===== src/rtl/memoria_pkg.sv =====
// Shared types, default sizing and label lookup for the memory-pair turn sequencer.
package memoria_pkg;

    typedef enum logic [2:0] {
        PICK1 = 3'd0,
        PICK2 = 3'd1,
        CHECK = 3'd2,
        HOLD  = 3'd3,
        DONE  = 3'd4
    } turn_state_t;

    localparam int DEF_N_CELLS        = 16;
    localparam int DEF_LABEL_W        = 4;
    localparam int DEF_HOLD_CYCLES    = 4;
    localparam int DEF_TIMEOUT_CYCLES = 1000;

    // Labels are compared on a bus padded to the largest supported board.
    localparam int MAX_CELLS   = 16;
    localparam int MAX_LABEL_W = 8;
    localparam int MAX_IDX_W   = 4;

    function automatic logic [MAX_LABEL_W-1:0] label_at(
        input logic [MAX_CELLS*MAX_LABEL_W-1:0] labels,
        input logic [MAX_IDX_W-1:0]             idx
    );
        return labels[idx*MAX_LABEL_W +: MAX_LABEL_W];
    endfunction

endpackage


===== src/rtl/memoria_delay_cnt.sv =====
// Clearable up-counter that stops at TERM-1 and flags reaching it; used for reveal hold and turn expiry.
module memoria_delay_cnt #(
    parameter int TERM = 4
) (
    input  logic clk,
    input  logic rst,
    input  logic clr,
    input  logic en,
    output logic done
);

    localparam int CW = (TERM > 1) ? $clog2(TERM) : 1;
    localparam logic [CW-1:0] LAST = CW'(TERM - 1);

    logic [CW-1:0] cnt_r;

    // Count while enabled, parking at the terminal value until cleared.
    always_ff @(posedge clk) begin
        if (rst) begin
            cnt_r <= '0;
        end else if (clr) begin
            cnt_r <= '0;
        end else if (en && (cnt_r != LAST)) begin
            cnt_r <= cnt_r + CW'(1);
        end else begin
            cnt_r <= cnt_r;
        end
    end

    assign done = (cnt_r == LAST);

endmodule


===== src/rtl/memoria_turn_ctrl.sv =====
// Turn sequencer: takes two picks, compares labels, drives cell select/par, scores and alternates players.
// Defining MEMORIA_TURN_TIMEOUT_EN adds a per-pick idle timeout that forfeits the turn.
module memoria_turn_ctrl
    import memoria_pkg::*;
#(
    parameter int N_CELLS        = DEF_N_CELLS,
    parameter int LABEL_W        = DEF_LABEL_W,
    parameter int HOLD_CYCLES    = DEF_HOLD_CYCLES,
    parameter int TIMEOUT_CYCLES = DEF_TIMEOUT_CYCLES
) (
    input  logic                         clk_Temp,
    input  logic                         rst,
    input  logic                         sel_pulse,
    input  logic [$clog2(N_CELLS)-1:0]   cursor,
    input  logic [N_CELLS*LABEL_W-1:0]   labels,
    output logic [N_CELLS-1:0]           cell_select,
    output logic [N_CELLS-1:0]           cell_par,
    output logic                         player,
    output logic [3:0]                   score0,
    output logic [3:0]                   score1,
    output logic                         match_pulse,
    output logic                         turn_timeout,
    output logic                         game_over
);

    localparam int IDX_W = $clog2(N_CELLS);
    localparam logic [IDX_W:0] N_LIM = (IDX_W + 1)'(N_CELLS);

    if ((N_CELLS % 2 != 0) || (N_CELLS < 2) || (N_CELLS > MAX_CELLS) || (LABEL_W < 1) ||
        (LABEL_W > MAX_LABEL_W) || (HOLD_CYCLES < 1) || (TIMEOUT_CYCLES < 1)) begin : g_bad_cfg
        $error("memoria_turn_ctrl: unsupported parameter set");
    end

    turn_state_t state_r, state_s;

    logic [IDX_W-1:0]   idx_a_r, idx_a_s, idx_b_r, idx_b_s;
    logic [N_CELLS-1:0] sel_r, sel_s, par_r, par_s;
    logic               player_r, player_s;
    logic [3:0]         score0_r, score0_s, score1_r, score1_s;
    logic               hit_r, hit_s;
    logic               match_r, match_s;
    logic               tmo_r, tmo_s;
    logic               go_r, go_s;

    logic                              in_range_s, acc1_s, acc2_s, pick_acc_s;
    logic                              same_s, hold_done_s, hold_clr_s, hold_en_s, tmo_fire_s;
    logic [MAX_CELLS*MAX_LABEL_W-1:0]  lab_pad_s;

    assign in_range_s = ({1'b0, cursor} < N_LIM);
    assign acc1_s     = (state_r == PICK1) && sel_pulse && in_range_s && !par_r[cursor];
    assign acc2_s     = (state_r == PICK2) && sel_pulse && in_range_s && !par_r[cursor] &&
                        (cursor != idx_a_r);
    assign pick_acc_s = acc1_s || acc2_s;

    // Spread labels onto the padded layout that label_at understands.
    always_comb begin
        lab_pad_s = '0;
        for (int i = 0; i < N_CELLS; i++) begin
            lab_pad_s[i*MAX_LABEL_W +: LABEL_W] = labels[i*LABEL_W +: LABEL_W];
        end
    end

    assign same_s = (label_at(lab_pad_s, MAX_IDX_W'(idx_a_r)) ==
                     label_at(lab_pad_s, MAX_IDX_W'(idx_b_r)));

    assign hold_clr_s = (state_r != HOLD);
    assign hold_en_s  = (state_r == HOLD);

    memoria_delay_cnt #(.TERM(HOLD_CYCLES)) u_hold_cnt (
        .clk  (clk_Temp),
        .rst  (rst),
        .clr  (hold_clr_s),
        .en   (hold_en_s),
        .done (hold_done_s)
    );

`ifdef MEMORIA_TURN_TIMEOUT_EN
    logic in_pick_s, tmo_clr_s, tmo_done_s;

    assign in_pick_s  = (state_r == PICK1) || (state_r == PICK2);
    assign tmo_fire_s = in_pick_s && tmo_done_s && !pick_acc_s;
    assign tmo_clr_s  = !in_pick_s || pick_acc_s || tmo_fire_s;

    memoria_delay_cnt #(.TERM(TIMEOUT_CYCLES)) u_tmo_cnt (
        .clk  (clk_Temp),
        .rst  (rst),
        .clr  (tmo_clr_s),
        .en   (in_pick_s),
        .done (tmo_done_s)
    );
`else
    assign tmo_fire_s = 1'b0;
`endif

    // State register.
    always_ff @(posedge clk_Temp) begin
        if (rst) begin
            state_r <= PICK1;
        end else begin
            state_r <= state_s;
        end
    end

    // Next-state logic; an accepted pick takes priority over an expiring turn.
    always_comb begin
        state_s = state_r;
        case (state_r)
            PICK1: begin
                if (acc1_s) state_s = PICK2;
                else        state_s = PICK1;
            end
            PICK2: begin
                if (acc2_s)          state_s = CHECK;
                else if (tmo_fire_s) state_s = PICK1;
                else                 state_s = PICK2;
            end
            CHECK: state_s = HOLD;
            HOLD: begin
                if (!hold_done_s)          state_s = HOLD;
                else if (hit_r && &par_r)  state_s = DONE;
                else                       state_s = PICK1;
            end
            DONE:    state_s = DONE;
            default: state_s = PICK1;
        endcase
    end

    // Next values for the registered board, score and pulse outputs.
    always_comb begin
        idx_a_s  = idx_a_r;
        idx_b_s  = idx_b_r;
        sel_s    = sel_r;
        par_s    = par_r;
        player_s = player_r;
        score0_s = score0_r;
        score1_s = score1_r;
        hit_s    = hit_r;
        match_s  = 1'b0;
        tmo_s    = 1'b0;
        go_s     = go_r;
        case (state_r)
            PICK1, PICK2: begin
                if (acc1_s) begin
                    idx_a_s        = cursor;
                    sel_s[cursor]  = 1'b1;
                end else if (acc2_s) begin
                    idx_b_s        = cursor;
                    sel_s[cursor]  = 1'b1;
                end else if (tmo_fire_s) begin
                    sel_s    = par_r;
                    player_s = ~player_r;
                    tmo_s    = 1'b1;
                end else begin
                    sel_s = sel_r;
                end
            end
            CHECK: begin
                hit_s = same_s;
                if (same_s) begin
                    par_s[idx_a_r] = 1'b1;
                    par_s[idx_b_r] = 1'b1;
                    match_s        = 1'b1;
                    if (player_r) score1_s = (score1_r == 4'd15) ? 4'd15 : score1_r + 4'd1;
                    else          score0_s = (score0_r == 4'd15) ? 4'd15 : score0_r + 4'd1;
                end else begin
                    match_s = 1'b0;
                end
            end
            HOLD: begin
                if (hold_done_s && hit_r && &par_r) begin
                    sel_s = '1;
                    go_s  = 1'b1;
                end else if (hold_done_s && !hit_r) begin
                    sel_s    = par_r;
                    player_s = ~player_r;
                end else begin
                    sel_s = sel_r;
                end
            end
            DONE: begin
                sel_s = '1;
                go_s  = 1'b1;
            end
            default: begin
                sel_s = sel_r;
            end
        endcase
    end

    // Output and datapath registers.
    always_ff @(posedge clk_Temp) begin
        if (rst) begin
            idx_a_r  <= '0;
            idx_b_r  <= '0;
            sel_r    <= '0;
            par_r    <= '0;
            player_r <= 1'b0;
            score0_r <= 4'd0;
            score1_r <= 4'd0;
            hit_r    <= 1'b0;
            match_r  <= 1'b0;
            tmo_r    <= 1'b0;
            go_r     <= 1'b0;
        end else begin
            idx_a_r  <= idx_a_s;
            idx_b_r  <= idx_b_s;
            sel_r    <= sel_s;
            par_r    <= par_s;
            player_r <= player_s;
            score0_r <= score0_s;
            score1_r <= score1_s;
            hit_r    <= hit_s;
            match_r  <= match_s;
            tmo_r    <= tmo_s;
            go_r     <= go_s;
        end
    end

    assign cell_select  = sel_r;
    assign cell_par     = par_r;
    assign player       = player_r;
    assign score0       = score0_r;
    assign score1       = score1_r;
    assign match_pulse  = match_r;
    assign turn_timeout = tmo_r;
    assign game_over    = go_r;

endmodule

===== config.mk =====
export PLATFORM = sky130hd
export DESIGN_NAME = memoria_turn_ctrl
export DESIGN_NICKNAME = d
export VERILOG_FILES = /design/src/rtl/memoria_pkg.sv /design/src/rtl/memoria_delay_cnt.sv /design/src/rtl/memoria_turn_ctrl.sv
export SDC_FILE = /design/constraint.sdc
export NUM_CORES = 1
export LEC_CHECK = 0
export BUFFER_PORTS_ARGS = -buffer_cell sky130_fd_sc_hd__buf_4
export CAP_MARGIN = 20
export CORE_AREA = 4 4 143 117
export DETAILED_ROUTE_END_ITERATION = 16
export DIE_AREA = 0 0 147 121
export GPL_ROUTABILITY_DRIVEN = 0
export PLACE_DENSITY = 0.54
export SLEW_MARGIN = 10
export SYNTH_ARGS = -nofsm -noshare
export SYNTH_HDL_FRONTEND = slang
export SYNTH_HIERARCHICAL = 1
export SYNTH_SLANG_ARGS = --single-unit

===== constraint.sdc =====
create_clock -name clk_Temp -period 2.7 [get_ports clk_Temp]
set_input_delay 0 -clock clk_Temp [delete_from_list [all_inputs] [get_ports clk_Temp]]
set_output_delay 0 -clock clk_Temp [all_outputs]
set_load 0.05 [all_outputs]

### After elaboration in Yosys (flattened, before gate mapping)

Cells that the tools add are included.

* register bits: 57
* bits of input ports: 71
* output and inout bits: 44
* word-level logic and storage cells: 97

* $add $sub $neg: 3
* order comparisons: 6
* equality and inequality tests: 14
* shift-type cells: 2
* multiplexer cells: 23
* bitwise logic cells: 7
* reduce and logical (&&, ||, !) cells: 30

Operator list (count)
* $shiftx A128 B8 Y8: 2
* $mux W16: 4
* $or A16 B16 Y16: 3
* $pmux W16 S3: 1
* $reduce_and A16 Y1: 1
* $lt A4 B5 Y1 const B: 3
* $pmux W3 S5: 1
* $reduce_and A3 Y1: 5
* $logic_and A1 B1 Y1: 13
* $demux W1 S4: 3
* $ge A4 B1 Y1 const B: 3
* $add A4 B1 Y4 const B: 2
* $eq A4 B4 Y1 const B: 2
* $eq A8 B8 Y1: 1
* $mux W4: 2
* $mux W1: 7
* $eq A3 B2 Y1 const B: 2
* $mux W3: 2
* $ne A3 B3 Y1 const B: 2
* $reduce_and A2 Y1: 3
* $reduce_or A2 Y1: 3
* $bmux W1 S4: 1
* $ne A2 B2 Y1 const B: 2
* $ne A4 B4 Y1: 1
* other kinds (12): 16

### Longest topological paths before layout

* word-level depth: 8
* gate-level depth with buffers: 10
* gate-level depth less buffers: 8

### Hierarchy

Netlist, hierarchy kept.

Modules (own cells, without submodules)
* memoria_turn_ctrl: instances 1, cells each 411, area each 3966.3 sq um, seq. area each 1101.1 sq um
* memoria_delay_cnt: instances 1, cells each 8, area each 105.1 sq um, seq. area each 40.0 sq um

### Worst setup path after synthesis

Ideal clock, no wire load.

* path type: register -> register
* start point: reg idx_b_r[0]
* end point: reg score0_r[0] (netlist: score0[0])
* arrival: 2.474 ns
* required time: 2.578 ns
* slack: 0.104 ns
* stages on the path, launching flop included: 10
* buffers on the path: 2
* period minus slack after synthesis: 2.596 ns
* cell sequence: dfxtp_1 buf_2 buf_2 mux4_2 a22oi_1 nand2_1 xor2_1 nor3_4 nand2_4 o311a_1

* longest elaborated chain between the ends: 3

Ends and longest elaborated chain
* start, declared: RTL line memoria_turn_ctrl.sv:36 `logic [IDX_W-1:0] idx_a_r, idx_a_s, idx_b_r, idx_b_s;`
* start signal, assigned: RTL line memoria_turn_ctrl.sv:206 `idx_b_r <= idx_b_s;`
* $shiftx A128 B8 Y8: RTL line memoria_pkg.sv:26 `return labels[idx*MAX_LABEL_W +: MAX_LABEL_W];`
* $eq A8 B8 Y1: RTL line memoria_turn_ctrl.sv:63 `assign same_s = (label_at(lab_pad_s, MAX_IDX_W'(idx_a_r)) ==`
* $reduce_and A3 Y1 (no source line)
* end signal, assigned: RTL line memoria_turn_ctrl.sv:210 `score0_r <= score0_s;`
* end, declared: RTL line memoria_turn_ctrl.sv:39 `logic [3:0] score0_r, score0_s, score1_r, score1_s;`

No other way between the ends.
A chain may end at the register's enable or synchronous reset.

### Worst setup path in the final report

* start point: reg idx_a_r[0]
* end point: reg par_r[5] (netlist: cell_par[5])

* longest elaborated chain between the ends: 6
* elaborated cells between the ends (all ways): 10
* classes of those cells: 2 x order compare; 1 x eq/ne; 1 x shift; 2 x mux; 2 x bitwise; 2 x reduce/logical

Ends and longest elaborated chain
* start, declared: RTL line memoria_turn_ctrl.sv:36
* start signal, assigned: RTL line memoria_turn_ctrl.sv:205 `idx_a_r <= idx_a_s;`
* branches (longest 6 deep; another with $shiftx A128 B8 Y8)
* end signal, assigned: RTL line memoria_turn_ctrl.sv:208 `par_r <= par_s;`
* end, declared: RTL line memoria_turn_ctrl.sv:37 `logic [N_CELLS-1:0] sel_r, sel_s, par_r, par_s;`

Several ways; the timed one is not identified.

==> key figures <==
Logic synthesis
  – Post-synthesis adder-cell area fraction: 0.9219%
  – Synth Area in XOR/XNOR: 2.151%
  – Register area share after synthesis: 28.03%
  – Share of the synthesized area in compound gates (AO/OA/AOI/OAI): 20.96%
  – Primary FF master, synth: sky130_fd_sc_hd__dfxtp_1
  – Synthesized area per cell: 9.717 sq um
  – Number of standard cells after synthesis: 419
  – Post-synthesis register bit count: 57
  – Multiplexer area fraction after synthesis: 26.52%
  – Number of different library cells in the post-synthesis netlist: 53
  – Synth Net Count: 493
  – Post-synthesis simple-gate area fraction: 16.38%
  – Share of synthesized registers carrying an async set or reset: 0%
  – Number of enable flip-flop cells after synthesis: 0
  – Syn Std Cell Area: 0.004071 sq mm
  – Dominant combinational cell family by area after synthesis: multiplexers
  – Synthesis Warnings: 6

Die
  – Initial cell density of the core: 26.37%
  – Total die area: 0.01779 sq mm
  – Core area: 0.01544 sq mm
  – Number of standard-cell rows in the floorplan: 41
  – Boundary Pins: 115
  – Die H: 121 um
  – Horizontal extent of the die: 147 um

Critical path
  – Buf/Inv on CP: 2
  – Crit path DAT: 2.86 ns
  – Source of the worst register-to-register timing path: idx_a_r[0]
  – Series of cell instances along the critical path: mux4_1 > mux4_2 > xor2_2 > nor3_4 > buf_6 > nand2_4 > buf_12 > o31ai_2
  – Category of the worst setup path launch point: register
  – Worst Path Required: 2.93 ns
  – Highest-delay cell along the critical path: sky130_fd_sc_hd__mux4_1
  – Origin of the worst setup path: idx_a_r[0]
  – Critical Path Max Stage Delay: 0.57 ns
  – CP top delay family: multiplexers
  – Critical path class: reg2reg
  – CP endpoint kind: register
  – Top fanout value on the critical path: 17

Global routing
  – Residual overflow from global routing: 0
  – Maximum number of pins on one net before global-route repair: 54
  – Vias in the first global route: 3,978
  – Overall global routing resource usage: 14.51%
  – Initial antenna violation count: 0
  – First-pass GRT wire length: 20.68 mm

Layout
  – Multi-input gate area in the final layout: 0.002758 sq mm
  – Most common library cell in the layout ignoring fill and taps: sky130_fd_sc_hd__buf_4
  – # nets final: 614
  – Synthesis-to-layout area growth: 38.84%
  – Most frequent cells in the layout: sky130_fd_sc_hd__buf_4, sky130_fd_sc_hd__dfxtp_1, sky130_fd_sc_hd__nand2_1, sky130_fd_sc_hd__nor2_1, sky130_fd_sc_hd__mux4_2
  – Number of filler instances in the final layout: 1,548
  – Flip-flop and latch area: 0.001149 sq mm
  – Final non-filler cell total: 760
  – Share of post-route cells with drive strength above 1: 40.55%
  – Count of inserted antenna diode cells: 0

STA
  – Final setup violation count: 0
  – Final Slew Violations: 0
  – Minimum setup slack in the final design: 0.07381 ns
  – Hold Slack: 0.06842 ns
  – Normalized max-slew margin: 56.52%
  – Worst slew pin tran: 0.6522 ns
  – Post-route fraction of the period consumed by the critical path: 97.27%
  – Final setup TNS: 0 ns
  – RSZ-0062 raised after global routing: true
  – Time the worst path needs with I/O delays and setup: 2.626 ns
  – Worst clock skew: 0.005805 ns
  – Count of endpoints failing hold in the final timing report: 0
  – Top achievable clock speed: 0.3808 GHz

Route
  – Via-per-instance ratio: 5.257
  – M1 wire length: 5.877 mm
  – Sum of met2 wire segment lengths after detailed routing: 6.605 mm
  – Detailed router's first-iteration violation count: 230
  – Highest layer used for signal routing: met4
  – Number of remaining DRC errors: 0
  – Via count: 3,995
  – Number of nets with antenna violations after detailed routing: 0
  – Detailed Route WL: 13.49 mm
  – Metal3 WL: 724 um
  – DR pass1 iterations: 5
  – Post-DR wirelength/cell: 17.74 um

Min path
  – Min-Delay Startpoint: cursor[0]
  – Hold crit path type: in2reg

Power
  – Net Switching: 731.8 uW
  – Proportion of power drawn by flip-flops and latches: 34.3%
  – Switching Fraction: 27.93%
  – Overall power consumption: 2.620 mW
  – Share of total power in combinational logic: 23.9%
  – Internal power: 1.888 mW
  – Cell leakage power: 2.217 nW
  – Worst IR drop on VDD: 0.3589 mV
  – Clock group share of total power: 41.8%
  – Ratio of total power to cell area: 463.4 mW/mm^2

Clock tree
  – Number of levels the H-tree was split into: 3
  – Clock-pin slew of the registers on the worst-case setup and hold paths: 0.05 ns
  – Count of hold buffers inserted by post-cts repair: 0
  – Number of buffers created by CTS: 9
  – CTS root buffer: sky130_fd_sc_hd__clkbuf_16
  – Longest Clk Path Bufs: 2
  – TritonCTS sink count: 57
  – Worst skew pair latency: 0.32 ns
  – Clock tree from TritonCTS: done

Placed design
  – Input/output buffers: 113
  – HPWL Detailed: 10.11 mm
  – Placed cells: 743
  – Pre-CTS worst setup slack: -0.1845 ns

Job
  – Number of maximum-capacitance violations: 0

Status
  – Result of the run: finished, final reports clean
==> routing by layer <==
metal  up-vias  track usage [%]
li1       1861                -
met1      1982            18.18
met2       124            24.35
met3        28            3.473
met4         0            5.588
met5         -                0
==> cells in the mapped netlist, types with 5 or more instances <==
master	count	area, sq um
sky130_fd_sc_hd__a21o_1	7	52.55
sky130_fd_sc_hd__a21oi_1	28	140.1
sky130_fd_sc_hd__a22oi_1	24	180.2
sky130_fd_sc_hd__a311oi_1	5	43.79
sky130_fd_sc_hd__a31oi_1	14	87.58
sky130_fd_sc_hd__buf_2	5	25.02
sky130_fd_sc_hd__clkbuf_1	24	90.09
sky130_fd_sc_hd__dfxtp_1	57	1141
sky130_fd_sc_hd__mux2i_1	16	160.2
sky130_fd_sc_hd__mux4_1	11	289.0
sky130_fd_sc_hd__mux4_2	28	630.6
sky130_fd_sc_hd__nand2_1	48	180.2
sky130_fd_sc_hd__nor2_1	42	157.7
sky130_fd_sc_hd__nor2b_1	14	87.58
sky130_fd_sc_hd__o211ai_1	7	52.55
sky130_fd_sc_hd__o31ai_1	8	60.06
sky130_fd_sc_hd__o31ai_2	8	100.1
sky130_fd_sc_hd__xor2_1	8	70.07
==> flip-flops by register name, summed over array words and instances (netlist names), 2 cells and up <==
name and flops:
score1 4, u_hold_cnt/cnt_r 2, cell_par 16, idx_a_r 4, idx_b_r 4, cell_select 16
state_r 3, score0 4
==> worst register-to-register path, cell delays in order, from the launching register on <==
cell	delay [ns]
sky130_fd_sc_hd__dfxtp_4	0.41
sky130_fd_sc_hd__mux4_1	0.57
sky130_fd_sc_hd__mux4_2	0.50
sky130_fd_sc_hd__xor2_2	0.20
sky130_fd_sc_hd__nor3_4	0.28
sky130_fd_sc_hd__buf_6	0.15
sky130_fd_sc_hd__nand2_4	0.05
sky130_fd_sc_hd__buf_12	0.16
sky130_fd_sc_hd__o31ai_2	0.22
==> logic make-up (layout without fill, tap and decap cells) <==
logic type / count (synthesis) / in the layout
flip-flops: 57 / 57
XOR/XNOR: 10 / 10
adder cells (fa/ha/maj): 3 / 3
AO/OA/AOI/OAI: 117 / 117
buffers and inverters: 43 / 169
multiplexers: 55 / 55
AND/OR/NAND/NOR: 133 / 133
other: 1 / 1
==> power groups by stage <==
stage                     sequential, mW  combinational, mW  clock (mW)
after global placement             0.913              0.590           0
after global routing               0.901              0.671        1.15
after floorplan                    0.938              0.372           0
final                              0.898              0.627        1.09
after CTS                          0.898              0.609        1.12
after detailed placement           0.914              0.600           0
==> layout make-up <==
class,instances,share of cell area (%)
Multi-Input combinational cell,319,48.78
Timing Repair Buffer,148,20.58
Sequential cell,57,20.32
Clock buffer,15,5.091
Tap cell,215,4.759
Inverter,5,0.3320
Clock inverter,1,0.1328
==> worst paths after layout <==
kind	end	slack (ns)	cells past startpoint
worst min register to register	game_over	0.45	2
worst max-delay path	cell_par[5]	0.07	8
worst max register to register	cell_par[5]	0.07	8
worst min-delay path	idx_a_r[0]	0.07	3
==> repair_timing <==
item,4_1_cts,5_1_grt
endpoints found under the setup margin,24,24
resized for setup,4,14
pin swaps,1,2
setup buffers,1,0
==> stage by stage <==
step | area [sq um] | utilization, %
global placement | 5286 | 34.24
finish | 5653 | 36.61
CTS | 5599 | 36.26
floorplan | 4071 | -
global route | 5653 | 36.61
detailed placement | 5286 | 34.24
Note: power is estimated with default switching activity, not from simulation.
